### src/rtl/sum_block_avg_if.sv
// Handshake bundle between the sample producer/consumer and sum_block_avg.
// The master side drives samples, clear and out_ready. The slave side (the
// averager) returns the average, its valid flag, the overrun flag and the
// current fill level.
interface sum_block_avg_if #(
  parameter int dim   = 14,
  parameter int LOG2N = 3
);
  logic                 in_valid;
  logic [dim-1:0]       in_data;
  logic                 clear;
  logic                 out_valid;
  logic                 out_ready;
  logic [dim-1:0]       out_data;
  logic                 overrun;
  logic [LOG2N-1:0]     fill;

  modport master (
    output in_valid, in_data, clear, out_ready,
    input  out_valid, out_data, overrun, fill
  );

  modport slave (
    input  in_valid, in_data, clear, out_ready,
    output out_valid, out_data, overrun, fill
  );
endinterface

### src/rtl/sum_block_avg.sv
// Block averager for the signed adder stream.
// Sums non-overlapping blocks of 2^LOG2N valid samples. Each finished block
// spends one cycle in FLUSH, which loads the floor average into a ready/valid
// output register. A result that finds the output slot still occupied is
// dropped, and the sticky overrun flag is raised. Input is never stalled:
// a sample arriving during FLUSH becomes sample 0 of the next block.
module sum_block_avg #(
  parameter int dim   = 14,
  parameter int LOG2N = 3
) (
  input  logic            clk,
  input  logic            rst_n,
  sum_block_avg_if.slave  bus
);

  // The accumulator is wide enough for N full-scale samples, so it cannot overflow.
  localparam int ACC_W = dim + LOG2N;

  // The last sample of a block arrives when fill is all ones (N-1).
  localparam logic [LOG2N-1:0] FILL_LAST = '1;
  localparam logic [LOG2N-1:0] FILL_ONE  = LOG2N'(1);

  typedef enum logic {
    ST_ACCUM = 1'b0,
    ST_FLUSH = 1'b1
  } state_t;

  state_t                   state_q, state_d;
  logic signed [ACC_W-1:0]  acc_q, acc_d;
  logic [LOG2N-1:0]         fill_q, fill_d;
  logic signed [ACC_W-1:0]  hold_q, hold_d;       // finished block sum (sum_final)
  logic                     out_valid_q, out_valid_d;
  logic [dim-1:0]           out_data_q, out_data_d;
  logic                     overrun_q, overrun_d;

  logic signed [ACC_W-1:0]  sample_ext;
  logic signed [ACC_W-1:0]  sum_next;
  logic [dim-1:0]           avg;
  logic                     slot_free;

  // Sign-extend the sample before adding it to the wide accumulator.
  assign sample_ext = ACC_W'($signed(bus.in_data));
  assign sum_next   = acc_q + sample_ext;

  // The arithmetic shift rounds toward -infinity. The mean of N dim-bit samples
  // always fits back into dim bits, so the cast drops only sign copies.
  assign avg = dim'(hold_q >>> LOG2N);

  // The output register can take a new value if it is empty, or if its current
  // value is being consumed on this same edge (no bubble).
  assign slot_free = !out_valid_q || bus.out_ready;

  // Next-state logic: FSM, accumulation, output handshake and overrun.
  always_comb begin
    // NOTE: every signal gets a default before any branch. This keeps the block purely combinational and stops latch inference.
    state_d     = state_q;
    acc_d       = acc_q;
    fill_d      = fill_q;
    hold_d      = hold_q;
    out_valid_d = out_valid_q;
    out_data_d  = out_data_q;
    overrun_d   = overrun_q;

    // The consumer takes the held average. A load in FLUSH below overrides this.
    if (out_valid_q && bus.out_ready) begin
      out_valid_d = 1'b0;
    end

    // FLUSH lasts exactly one cycle. It either loads the average or drops it.
    if (state_q == ST_FLUSH) begin
      state_d = ST_ACCUM;
      if (slot_free) begin
        out_data_d  = avg;
        out_valid_d = 1'b1;
      end else begin
        overrun_d = 1'b1;
      end
    end

    // Accumulation runs in both states, so FLUSH never stalls the input.
    // clear beats a coincident sample, including the Nth one. That block is
    // then lost silently, with no FLUSH and no overrun.
    if (bus.clear) begin
      acc_d  = '0;
      fill_d = '0;
    end else if (bus.in_valid) begin
      if (fill_q == FILL_LAST) begin
        hold_d  = sum_next;
        acc_d   = '0;
        fill_d  = '0;
        state_d = ST_FLUSH;
      end else begin
        acc_d  = sum_next;
        fill_d = fill_q + FILL_ONE;
      end
    end
  end

  // State registers. Synchronous active-low reset drops all partial and pending work.
  always_ff @(posedge clk) begin
    // NOTE: sequential state uses non-blocking assignments only, so every register samples the pre-edge values.
    if (!rst_n) begin
      state_q     <= ST_ACCUM;
      acc_q       <= '0;
      fill_q      <= '0;
      hold_q      <= '0;
      out_valid_q <= 1'b0;
      out_data_q  <= '0;
      overrun_q   <= 1'b0;
    end else begin
      state_q     <= state_d;
      acc_q       <= acc_d;
      fill_q      <= fill_d;
      hold_q      <= hold_d;
      out_valid_q <= out_valid_d;
      out_data_q  <= out_data_d;
      overrun_q   <= overrun_d;
    end
  end

  assign bus.out_valid = out_valid_q;
  assign bus.out_data  = out_data_q;
  assign bus.overrun   = overrun_q;
  assign bus.fill      = fill_q;

endmodule

### src/flat_wrapper.sv
// flat-port wrapper written by rule: the top's interface ports become plain ports
module sum_block_avg_flat 
#(
  parameter int dim   = 14,
  parameter int LOG2N = 3
)
  (clk, rst_n, bus_in_valid, bus_in_data, bus_clear, bus_out_ready, bus_out_valid, bus_out_data, bus_overrun, bus_fill);
  sum_block_avg_if #(.dim(dim), .LOG2N(LOG2N)) bus_i ();
  input  logic clk;
  input  logic rst_n;
  input wire logic [$bits(bus_i.in_valid)-1:0] bus_in_valid;
  input wire logic [$bits(bus_i.in_data)-1:0] bus_in_data;
  input wire logic [$bits(bus_i.clear)-1:0] bus_clear;
  input wire logic [$bits(bus_i.out_ready)-1:0] bus_out_ready;
  output wire logic [$bits(bus_i.out_valid)-1:0] bus_out_valid;
  output wire logic [$bits(bus_i.out_data)-1:0] bus_out_data;
  output wire logic [$bits(bus_i.overrun)-1:0] bus_overrun;
  output wire logic [$bits(bus_i.fill)-1:0] bus_fill;
  assign bus_i.in_valid = bus_in_valid;
  assign bus_i.in_data = bus_in_data;
  assign bus_i.clear = bus_clear;
  assign bus_i.out_ready = bus_out_ready;
  assign bus_out_valid = bus_i.out_valid;
  assign bus_out_data = bus_i.out_data;
  assign bus_overrun = bus_i.overrun;
  assign bus_fill = bus_i.fill;
  sum_block_avg #(.dim(dim), .LOG2N(LOG2N)) u_core (.clk(clk), .rst_n(rst_n), .bus(bus_i));
endmodule
### config.mk
export PLATFORM = sky130hd
export DESIGN_NAME = sum_block_avg_flat
export DESIGN_NICKNAME = d
export VERILOG_FILES = /design/src/rtl/sum_block_avg_if.sv /design/src/rtl/sum_block_avg.sv /design/src/flat_wrapper.sv
export SDC_FILE = /design/constraint.sdc
export NUM_CORES = 1
export LEC_CHECK = 0
export CAP_MARGIN = 25
export CORE_ASPECT_RATIO = 0.8
export CORE_UTILIZATION = 50
export DETAILED_ROUTE_END_ITERATION = 8
export HOLD_SLACK_MARGIN = 0.08
export PLACE_DENSITY = 0.74
export REMOVE_ABC_BUFFERS = 1
export SYNTH_ARGS = -nofsm -noshare
export SYNTH_HDL_FRONTEND = slang
export SYNTH_SLANG_ARGS = --single-unit
### constraint.sdc
create_clock -name clk -period 5.9 [get_ports clk]
set_input_delay 0.59 -clock clk [delete_from_list [all_inputs] [get_ports clk]]
set_output_delay 0.59 -clock clk [all_outputs]
set_load 0.1 [all_outputs]
# Word-level counts from Yosys, hierarchy flattened
# Index checks and enable logic that the tools add are counted.
# Widths: inputs -> output; s select.
# word_totals
reg_bits	54
input_bits	19
output_inout_bits	19
word_cells	28
# op_classes
n_addsub	2
eq_ne	1
muxes	6
n_bitwise	4
n_reduce_logical	8
# ops
cell	count
$add 17x14->17	1
$mux 17	1
$mux 1	4
$not 1->1	4
$reduce_and 2->1	2
$add 3x1->3 const B	1
$eq 3x3->1 const B	1
$mux 3	1
$reduce_and 3->1	1
$reduce_or 3->1	1
$reduce_or 2->1	1
$logic_and 1x1->1	1
$logic_not 1->1	1
$logic_or 1x1->1	1

# Logic depth before layout (Yosys ltp)
# depth
ltp_word	4
ltp_mapped	9
depth_no_buf	9

# Worst setup path after synthesis
# OpenSTA, ideal clock, no wires.
# synth_path
path_kind	register to register
from	register u_core.fill_q[0] (netlist: u_core.bus.fill[0])
to	register u_core.hold_q[13]
setup_time_ps	62
arrival_ps	2520
required_ps	5838
setup_slack_ps	3318
path_stages_with_launch	8
period_less_slack_ps	2582
path_cell_list	dfxtp_1 -> ha_1 -> ha_1 -> nand2_1 -> or2_2 -> clkbuf_1 -> or4b_1 -> nand3_1
# synth_via
elab_chain_len	2
# synth_lines
item	line	source
from (decl)	sum_block_avg.sv:30	logic [LOG2N-1:0] fill_q, fill_d;
from (signal assigned)	sum_block_avg.sv:113	fill_q <= fill_d;
$eq 3x3->1	sum_block_avg.sv:87	if (fill_q == FILL_LAST) begin
$reduce_and 3->1 (no line)	--	
to (signal assigned)	sum_block_avg.sv:114	hold_q <= hold_d;
to (decl)	sum_block_avg.sv:31	logic signed [ACC_W-1:0] hold_q, hold_d;
# Every way passes these cells.
# A chain may end at the register's enable or synchronous reset.

# Final worst setup path
# layout_path
from	input bus_in_data[13]
to	register u_core.acc_q[16]
# layout_via
elab_chain_len	2
# layout_lines
item	line	source
from (decl)	flat_wrapper.sv:12	input wire logic [$bits(bus_i.in_data)-1:0] bus_in_data;
$add 17x14->17	sum_block_avg.sv:43	assign sum_next = acc_q + sample_ext;
$mux 17	sum_block_avg.sv:87	
to (signal assigned)	sum_block_avg.sv:104	acc_q <= '0;
to (signal assigned)	sum_block_avg.sv:112	acc_q <= acc_d;
to (decl)	sum_block_avg.sv:29	logic signed [ACC_W-1:0] acc_q, acc_d;
# Every way passes these cells.

==> results.ini <==
[power_and_ir_drop]
combPwrFrac_pct = 15.8
p_clk_share_pct = 34.2
switching_share_pct = 26.1
leakagePower_uw = 0.00124
power.switching_uw = 184
vdd_ir_drop_max_v = 0.000138
p_total_uw = 706
p_int_uw = 522
seqPwrFrac_pct = 50.0
p_per_area_nw_per_um2 = 220

[logic_synthesis]
synth_ff_type = dfxtp_1
ys_seq_area_share_pct = 37.6
syn_area_um2 = 2720
async_flop_share_pct = 0
synth.area.top_cells = dfxtp_1 38%, ha_1 8.3%, nand2_1 6.8%, a21oi_1 5.2%, a21boi_0 3.0%
avgSynthCellArea_um2 = 8.60
ys_seq_elements = 51
ys_types = 53
yosysWarnings = 0
synth_cells = 316
netlist.area_leader.share_pct = 37.6
yosysTopAreaCell = dfxtp_1
synth_edf_count = 0

[floorplanning]
initial_core_util_pct = 53.1
die_height_um = 68.0
chipWidth_um = 84.4
die-area_um2 = 5740
io_pins = 38
coreArea_um2 = 5120
rows = 23

[timing]
setup_viol = 0
rsz0062_at_grt = no
fmax_mhz = 355
max_slew_margin_pct = 35.4
finClkSkew_ns = 0.00368
fin_tns_setup_ns = 0
fin_crit_ns = 2.82
post-route-period-util_pct = 47.7
drv_slew = 0
finalHoldViolations = 0
worst_slew_pin_slew_ns = 0.966

[worst_setup_path]
path_cells = clkdlybuf4s50_1 -> ha_1 -> a21oi_4 -> o21ai_1 -> mux2_2 -> a31oi_1 -> nand2_1 -> or3_1 -> a21oi_1
critPathMaxStageDelay_ns = 0.55
cp_slowest_cell = ha_1
start_kind = input pin
cp.required_ns = 6.13
end_kind = register
path_max_fanout = 9
path_class = input pin to register
r2r-start = u_core.acc_q[0]$_SDFFE_PP0P_
cp.arrival_ns = 3.05
critPathLaunch = bus_in_data[13]

[placed_design]
placed_area_um2 = 3110
place_hpwl_mm = 4.16
portBuffers = 37
gp_congestion = 0.827

[cts]
cts_buffer_depth = 2
numCtsBuffers = 5
htreeDepth = 2
postCtsHoldBufs = 0
post_cts_buffers = 0
root_buffer = clkbuf_8
cts_tree = yes
cts_sinks = 51
postCtsResizedCells = 0
worstSkewPairLatency_ns = 0.30
clkTransAtPathRegs_ns = 0.09

[layout]
num-nets-final = 386
final_core_util_pct = 62.8
area_growth_pct = 18.2
drive_above_1_share_pct = 6.03
antennaDiodeCount = 0
fillCellCount = 483
stdcell_area_um2 = 3210
layout_common_cells = 51 x dfxtp_1, 49 x nand2_1, 37 x clkdlybuf4s50_1, 28 x a21oi_1, 22 x nor2_1
mostFrequentLayoutCell = dfxtp_1

[routing]
drtAntennaViolNets = 0
wl_per_cell_um = 14.2
drc = 2
viasPerCell = 5.63
vias = 2307
first_pass_iters = 6
initialDrtViolationCount = 84
drt_wl_total_mm = 5.83

[grt]
grt_remaining_overflow = 0
grt_start_max_net_pins = 32
first_global_vias = 2158
antenna_found_initial = 0
track_usage_pct = 21.6
grt_pass1_wl_mm = 9.79

[outcome]
violations = design-rule violations
status = complete, but fails checks

[worst_hold_path]
hp-class = register to register
min_from = u_core.bus.out_data[4]$_SDFFE_PN0P_

[flow_run]
cap_violations = 0

-- layer usage --
layer  vias to the layer above  wire [um]  GRT usage, %
met3                         2        247          3.74
met5                         -          0             0
met1                      1067       2910          27.8
met2                        47       2640          38.2
met4                         0         25          5.93
li1                       1191          -             -
-- layout make-up --
type / instances / area, um^2 / area share (%)
inverter: 11 / 41.3 / 1.28
timing repair buffer: 38 / 378 / 11.8
clock inverter: 2 / 37.5 / 1.17
tap: 62 / 77.6 / 2.41
multi-input combinational: 241 / 1590 / 49.5
clock buffer: 5 / 68.8 / 2.14
sequential: 51 / 1020 / 31.8
-- synth_stat cells (all sizes together) (2+ instances only) --
master and count:
a211oi 2, a21boi 11, a21o 7, a21oi 29, a22o 5, a22oi 10
a31oi 5, and3 2, buf 2, clkbuf 11, dfxtp 51, ha 18
inv 11, mux2i 2, nand2 49, nand2b 3, nand3 12, nand4 6
nor2 23, nor2b 4, nor3 2, nor3b 2, o21a 4, o21ai 8
o21bai 2, or2 2, or3 2, or4 2, or4b 2, xnor2 9
xor2 5
-- power groups by stage --
stage	Clock, uW	Combinational [uW]	Sequential [uW]
after floorplan	0	73.0	363
after global placement	0	109	361
after detailed placement	0	110	361
after CTS	246	111	353
after global routing	258	123	354
final	242	112	353
-- worst paths after layout --
check                                             end  slack, ns  cells past startpoint
hold reg to reg   u_core.bus.out_data[4]$_SDFFE_PN0P_       0.46                      2
setup / recovery        u_core.acc_q[16]$_SDFFE_PP0P_       3.08                      9
hold / removal    u_core.bus.out_data[4]$_SDFFE_PN0P_       0.46                      2
setup reg to reg        u_core.acc_q[10]$_SDFFE_PP0P_       3.48                      9
-- kinds of logic after synthesis --
kind of cell | count (synthesis) | share of synthesized area [%]
and+or+nand+nor | 114 | 20.4
DFF | 51 | 37.6
buffers and inverters | 24 | 3.96
AOI/OAI and AO/OA | 91 | 23.4
xor gates and xnor gates | 14 | 4.51
adders and majority gates | 19 | 9.02
muxes | 3 | 1.15
-- worst max-delay path, delay by kind of cell --
family / cells / cell delay (ns)
compound gates: 4 / 0.62
fa+ha+maj: 1 / 0.55
buf+inv: 1 / 0.52
simple gates: 2 / 0.41
mux: 1 / 0.35
-- stage by stage --
step	cells	setup slack, ns	hold WS [ns]
after floorplan	303	3.33	0.432
after global placement	403	2.75	0.442
after detailed placement	403	2.75	0.446
after CTS	410	3.06	0.458
after global routing	410	2.80	0.476
final	410	3.08	0.456
-- registers in the layout, summed over array words and instances (netlist names) --
signal                cells
u_core.acc_q             17
u_core.bus.fill           3
u_core.bus.out_data      14
u_core.bus.out_valid      1
u_core.bus.overrun        1
u_core.hold_q            14
u_core.state_q            1
Note: power is estimated with default switching activity, not from simulation.
